==> config.mk <==
export PLATFORM = sky130hd
export DESIGN_NAME = fpu_pcpi_sched_flat
export DESIGN_NICKNAME = d
export VERILOG_FILES = /design/src/rtl/fpu_pcpi_sched_if.sv /design/src/rtl/fpu_pcpi_sched.sv /design/src/flat_wrapper.sv
export SDC_FILE = /design/constraint.sdc
export NUM_CORES = 1
export LEC_CHECK = 0
export CORE_MARGIN = 4
export CORE_UTILIZATION = 30
export DETAILED_ROUTE_END_ITERATION = 10
export DONT_BUFFER_PORTS = 1
export GPL_TIMING_DRIVEN = 0
export SETUP_SLACK_MARGIN = 0.02
export SYNTH_ARGS = -nofsm -noshare
export SYNTH_HDL_FRONTEND = slang
export SYNTH_SLANG_ARGS = --single-unit
==> constraint.sdc <==
create_clock -name clkIn -period 2.07 [get_ports clkIn]
set_input_delay 0.3105 -clock clkIn [delete_from_list [all_inputs] [get_ports clkIn]]
set_output_delay 0.3105 -clock clkIn [all_outputs]
set_load 0.05 [all_outputs]
==> src/rtl/fpu_pcpi_sched_if.sv <==
// fpu_pcpi_sched_if: groups the PCPI core handshake and the shared adder/multiplier handshake.
// Latency: none (wires only).
// Backpressure: none; the core is held off by pcpiWaitOut, and the units have no ready signal.
// Ports: slave = scheduler side, master = core + arithmetic units side.
interface fpu_pcpi_sched_if #(
  parameter int DATA_WIDTH = 32
);
  // core -> scheduler
  logic                  pcpiValidIn;
  logic [31:0]           pcpiInstIn;
  logic [DATA_WIDTH-1:0] pcpiRs1In;
  logic [DATA_WIDTH-1:0] pcpiRs2In;
  // scheduler -> core
  logic                  pcpiWrOut;
  logic [DATA_WIDTH-1:0] pcpiRdOut;
  logic                  pcpiWaitOut;
  logic                  pcpiReadyOut;
  // scheduler -> units
  logic [DATA_WIDTH-1:0] opADataOut;
  logic [DATA_WIDTH-1:0] opBDataOut;
  logic                  addValidOut;
  logic                  mulValidOut;
  // units -> scheduler
  logic                  addValidIn;
  logic [DATA_WIDTH-1:0] addDataIn;
  logic                  mulValidIn;
  logic [DATA_WIDTH-1:0] mulDataIn;
  // status
  logic                  timeoutOut;

  modport slave (
    input  pcpiValidIn, pcpiInstIn, pcpiRs1In, pcpiRs2In,
    input  addValidIn, addDataIn, mulValidIn, mulDataIn,
    output pcpiWrOut, pcpiRdOut, pcpiWaitOut, pcpiReadyOut,
    output opADataOut, opBDataOut, addValidOut, mulValidOut,
    output timeoutOut
  );

  modport master (
    output pcpiValidIn, pcpiInstIn, pcpiRs1In, pcpiRs2In,
    output addValidIn, addDataIn, mulValidIn, mulDataIn,
    input  pcpiWrOut, pcpiRdOut, pcpiWaitOut, pcpiReadyOut,
    input  opADataOut, opBDataOut, addValidOut, mulValidOut,
    input  timeoutOut
  );
endinterface

==> src/rtl/fpu_pcpi_sched.sv <==
// fpu_pcpi_sched: decodes OP-FP fadd.s/fmul.s from PCPI and runs one op at a time on a shared adder or multiplier.
// Latency: unit start pulse 1 cycle after match; ready/wr 1 cycle after unit result valid, or after TIMEOUT_CYCLES busy cycles.
// Backpressure: core is stalled via pcpiWaitOut until the one-cycle ready pulse; units cannot stall the scheduler.
// Optional feature macro: FPU_SUB_EN -- when defined, fsub.s is also claimed and sent to the adder with rs2's sign flipped.
// Ports: clkIn (rising edge), rstLowIn (async, active-low); all handshake/data signals through fpu_pcpi_sched_if.slave:
//   pcpi* = core instruction/result handshake, op*/add*/mul* = shared unit operands, start pulses and results,
//   timeoutOut = sticky watchdog flag.
module fpu_pcpi_sched #(
  parameter int                    DATA_WIDTH     = 32,
  parameter int                    TIMEOUT_CYCLES = 64,
  parameter logic [DATA_WIDTH-1:0] NAN_VALUE      = DATA_WIDTH'(32'h7FC00000)
) (
  input logic             clkIn,
  input logic             rstLowIn,
  fpu_pcpi_sched_if.slave bus
);

  localparam int                CNT_W    = $clog2(TIMEOUT_CYCLES + 1);
  localparam logic [CNT_W-1:0] CNT_LAST = CNT_W'(TIMEOUT_CYCLES - 1);

  typedef enum logic [2:0] {
    S_IDLE,
    S_ISSUE,
    S_BUSY,
    S_RESP,
    S_GAP
  } state_t;

  state_t                r_state;
  state_t                w_state_nxt;
  logic                  r_sel_mul;
  logic                  r_abort;
  logic [CNT_W-1:0]      r_cnt;
  logic [DATA_WIDTH-1:0] r_opa;
  logic [DATA_WIDTH-1:0] r_opb;
  logic [DATA_WIDTH-1:0] r_rd;
  logic                  r_wait;
  logic                  r_timeout;

  // ---------------- combinational decode ----------------
  logic [6:0]            w_funct7;
  logic                  w_is_opfp;
  logic                  w_is_add;
  logic                  w_is_mul;
  logic                  w_is_sub;
  logic                  w_match;
  logic [DATA_WIDTH-1:0] w_opb_in;
  logic                  w_unused_inst;

  assign w_funct7  = bus.pcpiInstIn[31:25];
  assign w_is_opfp = (bus.pcpiInstIn[6:0] == 7'b1010011);
  assign w_is_add  = (w_funct7 == 7'b0000000);
  assign w_is_mul  = (w_funct7 == 7'b0001000);
`ifdef FPU_SUB_EN
  assign w_is_sub  = (w_funct7 == 7'b0000100);
  // a - b is issued to the adder as a + (-b)
  assign w_opb_in  = w_is_sub ? {~bus.pcpiRs2In[DATA_WIDTH-1], bus.pcpiRs2In[DATA_WIDTH-2:0]} : bus.pcpiRs2In;
`else
  assign w_is_sub  = 1'b0;
  assign w_opb_in  = bus.pcpiRs2In;
`endif
  assign w_match   = bus.pcpiValidIn && w_is_opfp && (w_is_add || w_is_mul || w_is_sub);

  // register fields and rm are irrelevant to the scheduler
  assign w_unused_inst = ^bus.pcpiInstIn[24:7];

  // ---------------- FSM ----------------
  logic w_unit_vld;
  logic w_aborting;
  logic w_load;
  logic w_cnt_clr;
  logic w_cnt_inc;
  logic w_done_ok;
  logic w_done_to;
  logic w_abort_set;
  logic w_abort_clr;
  logic w_add_vld;
  logic w_mul_vld;
  logic w_resp;

  // only the selected unit's valid is listened to
  assign w_unit_vld = r_sel_mul ? bus.mulValidIn : bus.addValidIn;
  // an op whose core request vanished this cycle must not answer either
  assign w_aborting = r_abort || !bus.pcpiValidIn;

  always_ff @(posedge clkIn or negedge rstLowIn) begin
    if (!rstLowIn) begin
      r_state <= S_IDLE;
    end else begin
      r_state <= w_state_nxt;
    end
  end

  always_comb begin
    w_state_nxt = r_state;
    w_load      = 1'b0;
    w_cnt_clr   = 1'b0;
    w_cnt_inc   = 1'b0;
    w_done_ok   = 1'b0;
    w_done_to   = 1'b0;
    w_abort_set = 1'b0;
    w_abort_clr = 1'b0;
    w_add_vld   = 1'b0;
    w_mul_vld   = 1'b0;
    w_resp      = 1'b0;
    case (r_state)
      S_IDLE: begin
        w_abort_clr = 1'b1;
        if (w_match) begin
          w_load      = 1'b1;
          w_state_nxt = S_ISSUE;
        end
      end
      S_ISSUE: begin
        w_add_vld   = !r_sel_mul;
        w_mul_vld   = r_sel_mul;
        w_cnt_clr   = 1'b1;
        w_abort_set = !bus.pcpiValidIn;
        w_state_nxt = S_BUSY;
      end
      S_BUSY: begin
        w_abort_set = !bus.pcpiValidIn;
        // an aborted op still waits for its result so it cannot leak into the next op
        if (w_unit_vld) begin
          w_done_ok   = !w_aborting;
          w_state_nxt = w_aborting ? S_GAP : S_RESP;
        end else if (r_cnt == CNT_LAST) begin
          w_done_to   = !w_aborting;
          w_state_nxt = w_aborting ? S_GAP : S_RESP;
        end else begin
          w_cnt_inc = 1'b1;
        end
      end
      S_RESP: begin
        w_resp      = 1'b1;
        w_state_nxt = S_GAP;
      end
      S_GAP: begin
        // the finished instruction's valid may still be high here; ignore it
        w_abort_clr = 1'b1;
        w_state_nxt = S_IDLE;
      end
      default: begin
        w_state_nxt = S_IDLE;
      end
    endcase
  end

  // ---------------- datapath ----------------
  always_ff @(posedge clkIn or negedge rstLowIn) begin
    if (!rstLowIn) begin
      r_sel_mul <= 1'b0;
      r_abort   <= 1'b0;
      r_cnt     <= '0;
      r_opa     <= '0;
      r_opb     <= '0;
      r_rd      <= '0;
      r_wait    <= 1'b0;
      r_timeout <= 1'b0;
    end else begin
      if (w_load) begin
        r_opa     <= bus.pcpiRs1In;
        r_opb     <= w_opb_in;
        r_sel_mul <= w_is_mul;
      end
      if (w_cnt_clr) begin
        r_cnt <= '0;
      end else if (w_cnt_inc) begin
        r_cnt <= r_cnt + CNT_W'(1);
      end
      if (w_abort_clr) begin
        r_abort <= 1'b0;
      end else if (w_abort_set) begin
        r_abort <= 1'b1;
      end
      if (w_done_ok) begin
        r_rd <= r_sel_mul ? bus.mulDataIn : bus.addDataIn;
      end else if (w_done_to) begin
        r_rd <= NAN_VALUE;
      end
      if (w_done_to) begin
        r_timeout <= 1'b1;
      end
      r_wait <= (w_state_nxt == S_ISSUE) || (w_state_nxt == S_BUSY);
    end
  end

  assign bus.opADataOut   = r_opa;
  assign bus.opBDataOut   = r_opb;
  assign bus.addValidOut  = w_add_vld;
  assign bus.mulValidOut  = w_mul_vld;
  assign bus.pcpiWaitOut  = r_wait;
  assign bus.pcpiReadyOut = w_resp;
  assign bus.pcpiWrOut    = w_resp;
  assign bus.pcpiRdOut    = r_rd;
  assign bus.timeoutOut   = r_timeout;

endmodule

==> src/flat_wrapper.sv <==
// flat-port wrapper written by rule: the top's interface ports become plain ports
module fpu_pcpi_sched_flat 
#(
  parameter int                    DATA_WIDTH     = 32,
  parameter int                    TIMEOUT_CYCLES = 64,
  parameter logic [DATA_WIDTH-1:0] NAN_VALUE      = DATA_WIDTH'(32'h7FC00000)
)
  (clkIn, rstLowIn, bus_pcpiValidIn, bus_pcpiInstIn, bus_pcpiRs1In, bus_pcpiRs2In, bus_addValidIn, bus_addDataIn, bus_mulValidIn, bus_mulDataIn, bus_pcpiWrOut, bus_pcpiRdOut, bus_pcpiWaitOut, bus_pcpiReadyOut, bus_opADataOut, bus_opBDataOut, bus_addValidOut, bus_mulValidOut, bus_timeoutOut);
  fpu_pcpi_sched_if #(.DATA_WIDTH(DATA_WIDTH)) bus_i ();
  input logic clkIn;
  input logic rstLowIn;
  input wire logic [$bits(bus_i.pcpiValidIn)-1:0] bus_pcpiValidIn;
  input wire logic [$bits(bus_i.pcpiInstIn)-1:0] bus_pcpiInstIn;
  input wire logic [$bits(bus_i.pcpiRs1In)-1:0] bus_pcpiRs1In;
  input wire logic [$bits(bus_i.pcpiRs2In)-1:0] bus_pcpiRs2In;
  input wire logic [$bits(bus_i.addValidIn)-1:0] bus_addValidIn;
  input wire logic [$bits(bus_i.addDataIn)-1:0] bus_addDataIn;
  input wire logic [$bits(bus_i.mulValidIn)-1:0] bus_mulValidIn;
  input wire logic [$bits(bus_i.mulDataIn)-1:0] bus_mulDataIn;
  output wire logic [$bits(bus_i.pcpiWrOut)-1:0] bus_pcpiWrOut;
  output wire logic [$bits(bus_i.pcpiRdOut)-1:0] bus_pcpiRdOut;
  output wire logic [$bits(bus_i.pcpiWaitOut)-1:0] bus_pcpiWaitOut;
  output wire logic [$bits(bus_i.pcpiReadyOut)-1:0] bus_pcpiReadyOut;
  output wire logic [$bits(bus_i.opADataOut)-1:0] bus_opADataOut;
  output wire logic [$bits(bus_i.opBDataOut)-1:0] bus_opBDataOut;
  output wire logic [$bits(bus_i.addValidOut)-1:0] bus_addValidOut;
  output wire logic [$bits(bus_i.mulValidOut)-1:0] bus_mulValidOut;
  output wire logic [$bits(bus_i.timeoutOut)-1:0] bus_timeoutOut;
  assign bus_i.pcpiValidIn = bus_pcpiValidIn;
  assign bus_i.pcpiInstIn = bus_pcpiInstIn;
  assign bus_i.pcpiRs1In = bus_pcpiRs1In;
  assign bus_i.pcpiRs2In = bus_pcpiRs2In;
  assign bus_i.addValidIn = bus_addValidIn;
  assign bus_i.addDataIn = bus_addDataIn;
  assign bus_i.mulValidIn = bus_mulValidIn;
  assign bus_i.mulDataIn = bus_mulDataIn;
  assign bus_pcpiWrOut = bus_i.pcpiWrOut;
  assign bus_pcpiRdOut = bus_i.pcpiRdOut;
  assign bus_pcpiWaitOut = bus_i.pcpiWaitOut;
  assign bus_pcpiReadyOut = bus_i.pcpiReadyOut;
  assign bus_opADataOut = bus_i.opADataOut;
  assign bus_opBDataOut = bus_i.opBDataOut;
  assign bus_addValidOut = bus_i.addValidOut;
  assign bus_mulValidOut = bus_i.mulValidOut;
  assign bus_timeoutOut = bus_i.timeoutOut;
  fpu_pcpi_sched #(.DATA_WIDTH(DATA_WIDTH), .TIMEOUT_CYCLES(TIMEOUT_CYCLES), .NAN_VALUE(NAN_VALUE)) u_core (.clkIn(clkIn), .rstLowIn(rstLowIn), .bus(bus_i));
endmodule
# Word-level counts from Yosys, hierarchy flattened
# Cells that the tools add are included.
totals:
  reg_bits: 110
  input_bits: 165
  wordCells: 63
classes:
  addsub: 1
  n_eq_ne: 9
  n_mux: 29
  reduce_logical: 15
op_table:
  columns: ["cell", "n"]
  rows:
  - ["32-bit 2-to-1 mux", 3]
  - ["1-bit 2-to-1 mux", 19]
  - ["7-bit 2-to-1 mux", 2]
  - ["3-bit 2-to-1 mux", 4]
  - ["3-bit case mux with 4 select lines", 1]
  - ["3-bit by 2-bit equality test with 1-bit output (second input constant)", 3]
  - ["7-bit by 1-bit adder with 7-bit output (second input constant)", 1]
  - ["7-bit by 4-bit equality test with 1-bit output (second input constant)", 1]
  - ["7-bit by 6-bit equality test with 1-bit output (second input constant)", 1]
  - ["7-bit equality test (second input constant)", 1]
  - ["7-bit logical NOT", 1]
  - ["3-bit by 1-bit equality test with 1-bit output (second input constant)", 2]
  - ["2-bit nonzero test", 3]
  - ["2-bit OR reduction", 2]
  - ["3-bit equality test (second input constant)", 1]
  - ["1-bit logical NOT", 3]
  - ["3-bit logical NOT", 1]
  - ["1-bit logical OR", 3]
  - ["1-bit logical AND", 2]

# Logic depth before layout (Yosys ltp)
# Gate-level depths: netlist of run 1.
logic_depth:
  depth_word: 8
  depth_mapped: 8
  mapped_depth_nobuf: 5

# Worst setup path before layout of run 1
# No wires, ideal clock.
synth_timing:
  path_type: "register -> output"
  start: "register u_core.r_sel_mul"
  end: "output bus_mulValidOut"
  t_arrival_ps: 1698
  slack_ps: 61
  path_stages_with_launch: 5
  path_buffers: 2
  path_cell_list: "dfrtp_1 > buf_2 > buf_1 > inv_1 > nor2_1"
synth_via:
  elab_chain_cells: 1
synth_rtl:
  columns: ["item", "line", "text"]
  rows:
  - ["from (decl)", "fpu_pcpi_sched.sv:31", "logic r_sel_mul;"]
  - ["from (signal assigned)", "fpu_pcpi_sched.sv:164", "r_sel_mul <= w_is_mul;"]
  - ["1-bit 2-to-1 mux", "fpu_pcpi_sched.sv:106", "case (r_state)"]
  - ["to (decl)", "flat_wrapper.sv:27", "output wire logic [$bits(bus_i.mulValidOut)-1:0] bus_mulValidOut;"]
# No other way between the ends.

# Worst setup path in the final report of run 1
layout_timing:
  start: "register u_core.r_state[1]"
  end: "register u_core.r_opb[4] (netlist: u_core.bus.opBDataOut[4])"
layout_via:
  elab_chain_cells: 2
layout_rtl:
  columns: ["item", "line", "text"]
  rows:
  - ["from (decl)", "fpu_pcpi_sched.sv:29", "state_t r_state;"]
  - ["from (signal assigned)", "fpu_pcpi_sched.sv:90", "r_state <= w_state_nxt;"]
  - ["3-bit logical NOT", "fpu_pcpi_sched.sv:106", null]
  - ["1-bit 2-to-1 mux", "fpu_pcpi_sched.sv:106", null]
  - ["to (signal assigned)", "fpu_pcpi_sched.sv:163", "r_opb <= w_opb_in;"]
  - ["to (decl)", "fpu_pcpi_sched.sv:35", "logic [DATA_WIDTH-1:0] r_opb;"]
# No other way between the ends.
# A chain may end at the register's enable or synchronous reset.

==> results.md, run 1 <==
* Status: finished, violations left
* Failing checks: negative hold slack
* Via count at 2,733
* Largest net degree at the start of global routing at 111
* #FFs+latches synth at 110
* Total GRT Usage at 12.85%
* TritonCTS Buffers at 9
* Antenna diode count at 0
* Placed Cells at 533
* Post-Syn Area at 4698 sq um
* Die X at 133.1 um
* Synth Warn # at 0
* Cells after Synth at 322
* Detailed Route Iter0 Violations at 50
* Crit path launch: u_core.r_state[1]
* Port bufs at 0
* First-pass GRT wire length at 17,570 um
* Clock Latency Late Sink at 0.34 ns
* Buf/Inv on CP at 3
* Setup Buffers After CTS at 0
* Static leakage power at 0.002625 uW
* Drt total wl at 11,650 um
* Setup crit end kind: register
* Max-Cap Viols at 0
* DRC viols at 0
* Required @ worst endpoint at 2.29 ns
* Setup-failing EPs final at 0
* Vias in the first global route at 3,014
* RSZ-0062 raised after global routing: true
* Crit share post-route at 94.83%
* Routed Antenna Nets at 0
* Chip height at 133.1 um
* Fin Setup TNS at 0 ns
* Area of the multi-input gates at 1814 sq um
* Clock root buffer: clkbuf_16
* Crit path DAT at 2.19 ns
* Pwr Density at 1122 nW/um^2
* Fin. Hold Viols at 110
* DR WL/cell at 21.22 um
* Clock tree buffer depth at 2
* Mean Syn Cell Area at 14.59 sq um
* Rel. slew slack at 41.05%
* Initial Utilization at 30.79%
* Power, Total at 5976 uW
* Worst Setup Path Type: register to register
* Fin crit period at 1.963 ns
* Area post-placement at 4962 sq um
* Total iterations of the first detailed-routing run at 4
* Row cnt at 45
* Slowest Stage Delay on Critical Path at 0.47 ns
* GPL Wtd Cong at 0.7279
* Reg2reg start: u_core.r_state[1]
* Post-detail-place hpwl at 8636 um
* Htree depth at 3
* Clk slew on worst S/H paths at 0.07 ns
* Clock sinks at 110
* Register area share after synthesis at 58.59%
* Net Count, Synth at 488
* Critical-path cell list: nor2_1 > and4_1 > and4_1 > buf_4 > buf_12 > buf_12 > mux2_1
* Cell family with most CP delay: simple AND/OR/NAND/NOR gates
* Max Fclk at 0.5094 GHz
* Setup crit start kind: register
* Area Growth Syn to Fin at 13.34%
* Final Net Count at 499
* IO Pins at 267
* Fillers at 1,483
* Worst Hold Class: primary input to asynchronous set/reset pin
* Crit Path Max Fanout at 10
* Slew @ Worst Pin at 0.8770 ns
* Final Max Tran Viols at 0
* Worst clock skew at 0.003764 ns
* Layout cell share with drive strength beyond 1 at 29.88%
* Slowest CP cell: dfrtp_1
* Final cell count without fillers at 549
* Worst hold slack at -0.3445 ns
* Distinct cell type count after synthesis at 40
* Final instance area at 5325 sq um
* Max VDD drop at 0.3604 mV
* DR vias/cell at 4.978
* Die area at 17,730 sq um
* Register area at 2753 sq um
* Initial antenna violation count at 1
* Core area at 15,260 sq um
* Grt total ovfl at 0
* CTS tree: yes
[registers in the layout, indices dropped and copies added, names as in the netlist]
register,count
u_core.bus.pcpiRdOut,32
u_core.bus.opADataOut,32
u_core.bus.pcpiWaitOut,1
u_core.r_sel_mul,1
u_core.bus.opBDataOut,32
u_core.bus.timeoutOut,1
u_core.r_abort,1
u_core.r_cnt,7
u_core.r_state,3
[final cells by class]
class / count / share of cell area, %
Multi-Input combinational cell: 189 / 34.07
Tap cell: 211 / 4.958
Clock buffer: 10 / 4.300
Buffer: 20 / 3.407
Inverter: 3 / 0.2115
Clock inverter: 6 / 1.363
Sequential cell: 110 / 51.69
[cell families (layout without fill, tap and decap cells)]
logic type	count (synthesis)	after routing	share of synthesized area, %
buf+inv	23	39	3.648
fa+ha+maj	1	1	0.2663
compound gates	50	50	8.469
mux	98	98	24.18
simple gates	40	40	4.847
flops	110	110	58.59
[metal layers]
layer | global-route usage [%] | up-vias | part of all wire (%)
met4 | 5.829 | 2 | 2.2
met1 | 14.56 | 1336 | 39
met2 | 21.11 | 171 | 49
li1 | - | 1208 | -
met5 | 0 | - | 0.11
met3 | 5.514 | 16 | 11
[final timing paths]
| kind | end | slack (ns) | cells after the start |
|---|---|---|---|
| min in group clkIn | u_core.bus.opBDataOut[5] | 0.10 | 1 |
| max reg2reg | u_core.bus.opBDataOut[4] | 0.11 | 7 |
| max | u_core.bus.opBDataOut[4] | 0.11 | 7 |
| min | u_core.bus.pcpiRdOut[5] | -0.34 | 0 |
| max in group asynchronous | u_core.bus.opADataOut[4] | 2.28 | 0 |
| min reg2reg | u_core.r_abort | 0.50 | 1 |
[cell usage in the layout (no fill, tap or decap), types with 2 or more instances in the layout]
| cell | n |
|---|---|
| clkbuf_1 | 3 |
| buf_2 | 4 |
| or4_1 | 2 |
| nand3b_1 | 2 |
| and4_1 | 2 |
| nand2b_1 | 2 |
| nor2_1 | 4 |
| mux2_4 | 20 |
| buf_4 | 5 |
| mux2_2 | 37 |
| nand3_1 | 7 |
| nand2_1 | 6 |
| a21oi_1 | 3 |
| nor3_2 | 2 |
| clkinv_4 | 4 |
| nor2_4 | 3 |
| inv_1 | 2 |
| buf_12 | 4 |
| clkbuf_2 | 2 |
| o211ai_1 | 2 |
| o21ai_0 | 5 |
| o2bb2ai_1 | 23 |
| dfrtp_1 | 110 |
| nor3_1 | 2 |
| mux2_1 | 7 |
| o31ai_1 | 2 |
| a2bb2oi_1 | 9 |
| buf_6 | 2 |
| clkbuf_16 | 9 |
| mux2i_1 | 33 |
[metrics by stage]
stage	worst slack [ns]	util (%)
2_1_floorplan	0.06139	-
3_3_place_gp	-0.5160	32.52
3_5_place_dp	-0.5494	32.52
4_1_cts	0.001382	34.76
5_1_grt	0.01235	34.90
6_report	0.1071	34.90
[power breakdown]
part           total, uW  internal [uW]  switching [uW]
sequential          3810           2460            1350
clock               1730            948             786
combinational        432            269             163
[synth_stat cells, drive strengths merged]
library cell  number  area share [%]
a211oi             1            0.16
a21oi              3            0.32
a2bb2oi            9             1.7
a31o               1            0.19
and2               1            0.13
and4               2            0.37
and4b              1            0.21
buf               16             3.1
clkbuf             4            0.32
dfrtp            110              59
ha                 1            0.27
inv                3            0.24
mux2              64              17
mux2i             34             7.2
nand2              6            0.48
nand2b             3            0.40
nand3              7            0.75
nand3b             2            0.32
nor2               7            0.56
nor3               4            0.53
nor3b              1            0.16
nor4               1            0.13
o211ai             2            0.32
o21ai              6            0.64
o21bai             1            0.16
o22a               1            0.19
o2bb2ai           23             4.3
o311a              1            0.21
o31ai              2            0.32
or2                1            0.13
or3                1            0.13
or4                2            0.32
or4b               1            0.21
[what timing repair did]
| action | CTS | global route |
|---|---|---|
| endpoints found under the hold margin | 110 | 110 |
| resized for setup | 16 | 8 |
| pin swaps | 0 | 1 |
| setup endpoints to repair | 34 | 49 |
[worst reg2reg max path: cells and delay by family (launching register included)]
family | cells | cell delay [ns]
buffers and inverters | 3 | 0.48
flip-flops | 1 | 0.47
multiplexers | 1 | 0.34
AND/OR/NAND/NOR | 3 | 0.55
Note: power is estimated with default switching activity, not from simulation.
==> run 2, diff against run 1 <==
--- a/config.mk
+++ b/config.mk
@@ -5,6 +5,7 @@
 export SDC_FILE = /design/constraint.sdc
 export NUM_CORES = 1
 export LEC_CHECK = 0
+export CORE_ASPECT_RATIO = 0.6
 export CORE_MARGIN = 4
 export CORE_UTILIZATION = 30
 export DETAILED_ROUTE_END_ITERATION = 10
==> results.md, run 2 (synthesis results as in run 1) <==
* Status: finished, violations left
* Failing checks: negative hold slack
* Core area at 15,330 sq um
* Rel. slew slack at 52.00%
* Total iterations of the first detailed-routing run at 4
* Fin. Hold Viols at 110
* Area post-placement at 4957 sq um
* Setup crit end kind: primary output
* Commonest non-fill, non-tap cell in the layout: dfrtp_1
* Crit path DAT at 1.68 ns
* Final instance area at 5334 sq um
* RSZ-0062 raised after global routing: true
* Htree depth at 3
* Clock sinks at 110
* Most frequent cells in the layout: dfrtp_1, mux2_2, mux2i_1
* Fin crit period at 1.993 ns
* Port bufs at 0
* Detailed Route Iter0 Violations at 109
* Final Max Tran Viols at 0
* Required @ worst endpoint at 1.76 ns
* Grt total ovfl at 0
* Die X at 169.6 um
* Drt total wl at 11,470 um
* DR WL/cell at 21.12 um
* Initial antenna violation count at 1
* Largest net degree at the start of global routing at 111
* Via count at 2,775
* Routed Antenna Nets at 0
* Max-Cap Viols at 0
* Buf/Inv on CP at 1
* Clock root buffer: clkbuf_16
* Max Fclk at 0.5018 GHz
* Chip height at 104.9 um
* Worst clock skew at 0.005176 ns
* Crit Path Max Fanout at 7
* GPL Wtd Cong at 0.7523
* Placed Cells at 526
* Clock tree buffer depth at 2
* Fillers at 1,476
* Crit share post-route at 96.27%
* Clk slew on worst S/H paths at 0.07 ns
* Antenna diode count at 0
* Power, Total at 5961 uW
* Initial Utilization at 30.65%
* Final Net Count at 501
* Clock Latency Late Sink at 0.34 ns
* Slew @ Worst Pin at 0.7200 ns
* Post-detail-place hpwl at 8792 um
* Slowest Stage Delay on Critical Path at 0.45 ns
* Row cnt at 35
* CTS tree: yes
* First-pass GRT wire length at 17,840 um
* Die area at 17,790 sq um
* Layout cell share with drive strength beyond 1 at 31.47%
* Cell family with most CP delay: simple AND/OR/NAND/NOR gates
* Area Growth Syn to Fin at 13.53%
* Worst Hold Class: primary input to asynchronous set/reset pin
* DR vias/cell at 5.110
* Static leakage power at 0.002633 uW
* Vias in the first global route at 3,052
* Final cell count without fillers at 543
* Slowest CP cell: dfrtp_1
* DRC viols at 0
* Total GRT Usage at 12.61%
* Pwr Density at 1118 nW/um^2
* TritonCTS Buffers at 9
* Setup-failing EPs final at 0
* Max VDD drop at 0.5283 mV
* IO Pins at 267
* Fin Setup TNS at 0 ns
* Worst Setup Path Type: register to primary output
* Critical-path cell list: nand2b_2 > nor2_4 > buf_6
* Setup crit start kind: register
* Worst hold slack at -0.3422 ns
## run 2: routing by layer
| metal | share of wire, % | up-vias | GRT usage [%] | wire length [um] |
|---|---|---|---|---|
| met5 | 0.11 | - | 0 | 13 |
| met4 | 0.98 | 2 | 2.872 | 112 |
| met3 | 8.4 | 10 | 4.499 | 967 |
| met2 | 49 | 121 | 20.74 | 5656 |
| met1 | 41 | 1431 | 16.00 | 4719 |
| li1 | - | 1211 | - | - |
## run 2: area by class of cell
cell class	instances	area (sq um)	area share (%)
plain buffers	20	183.9	3.448
clock buffers	11	252.7	4.738
clock inverters	5	40.04	0.7506
inverters	3	11.26	0.2111
multi-input cells	189	1826	34.22
flip-flops and latches	110	2754	51.63
well taps	203	254.0	4.762
repair buffers	2	12.51	0.2346
## run 2: report_power, final
group	switching [uW]	internal (uW)	total, uW
Clock	796	892	1690
Sequential	1370	2460	3830
Combinational	173	274	446
## run 2: worst paths after layout
path                       slack [ns]                from                   endpoint  depth (start not counted)
max                              0.08   u_core.r_state[2]              bus_pcpiWrOut                          3
min in group clkIn               0.10  bus_pcpiInstIn[28]           u_core.r_sel_mul                          2
max reg2reg                      0.12   u_core.r_state[0]   u_core.bus.opBDataOut[8]                          8
min reg2reg                      0.50      u_core.r_abort             u_core.r_abort                          1
min                             -0.34            rstLowIn  u_core.bus.opADataOut[18]                          0
max in group asynchronous        2.26            rstLowIn          u_core.r_state[1]                          0
## run 2: per-stage QoR
stage | util [%] | setup slack [ns]
6_report | 34.80 | 0.07718
2_1_floorplan | - | 0.06139
5_1_grt | 34.80 | 0.01834
4_1_cts | 34.53 | -0.008472
3_5_place_dp | 32.34 | -0.3046
3_3_place_gp | 32.31 | -0.2972
## run 2: repair_timing
action | CTS | global route
setup buffers | 0 | 1
pin swaps | 0 | 1
resized for setup | 12 | 16
endpoints found under the hold margin | 110 | 110
endpoints found under the setup margin | 38 | 43
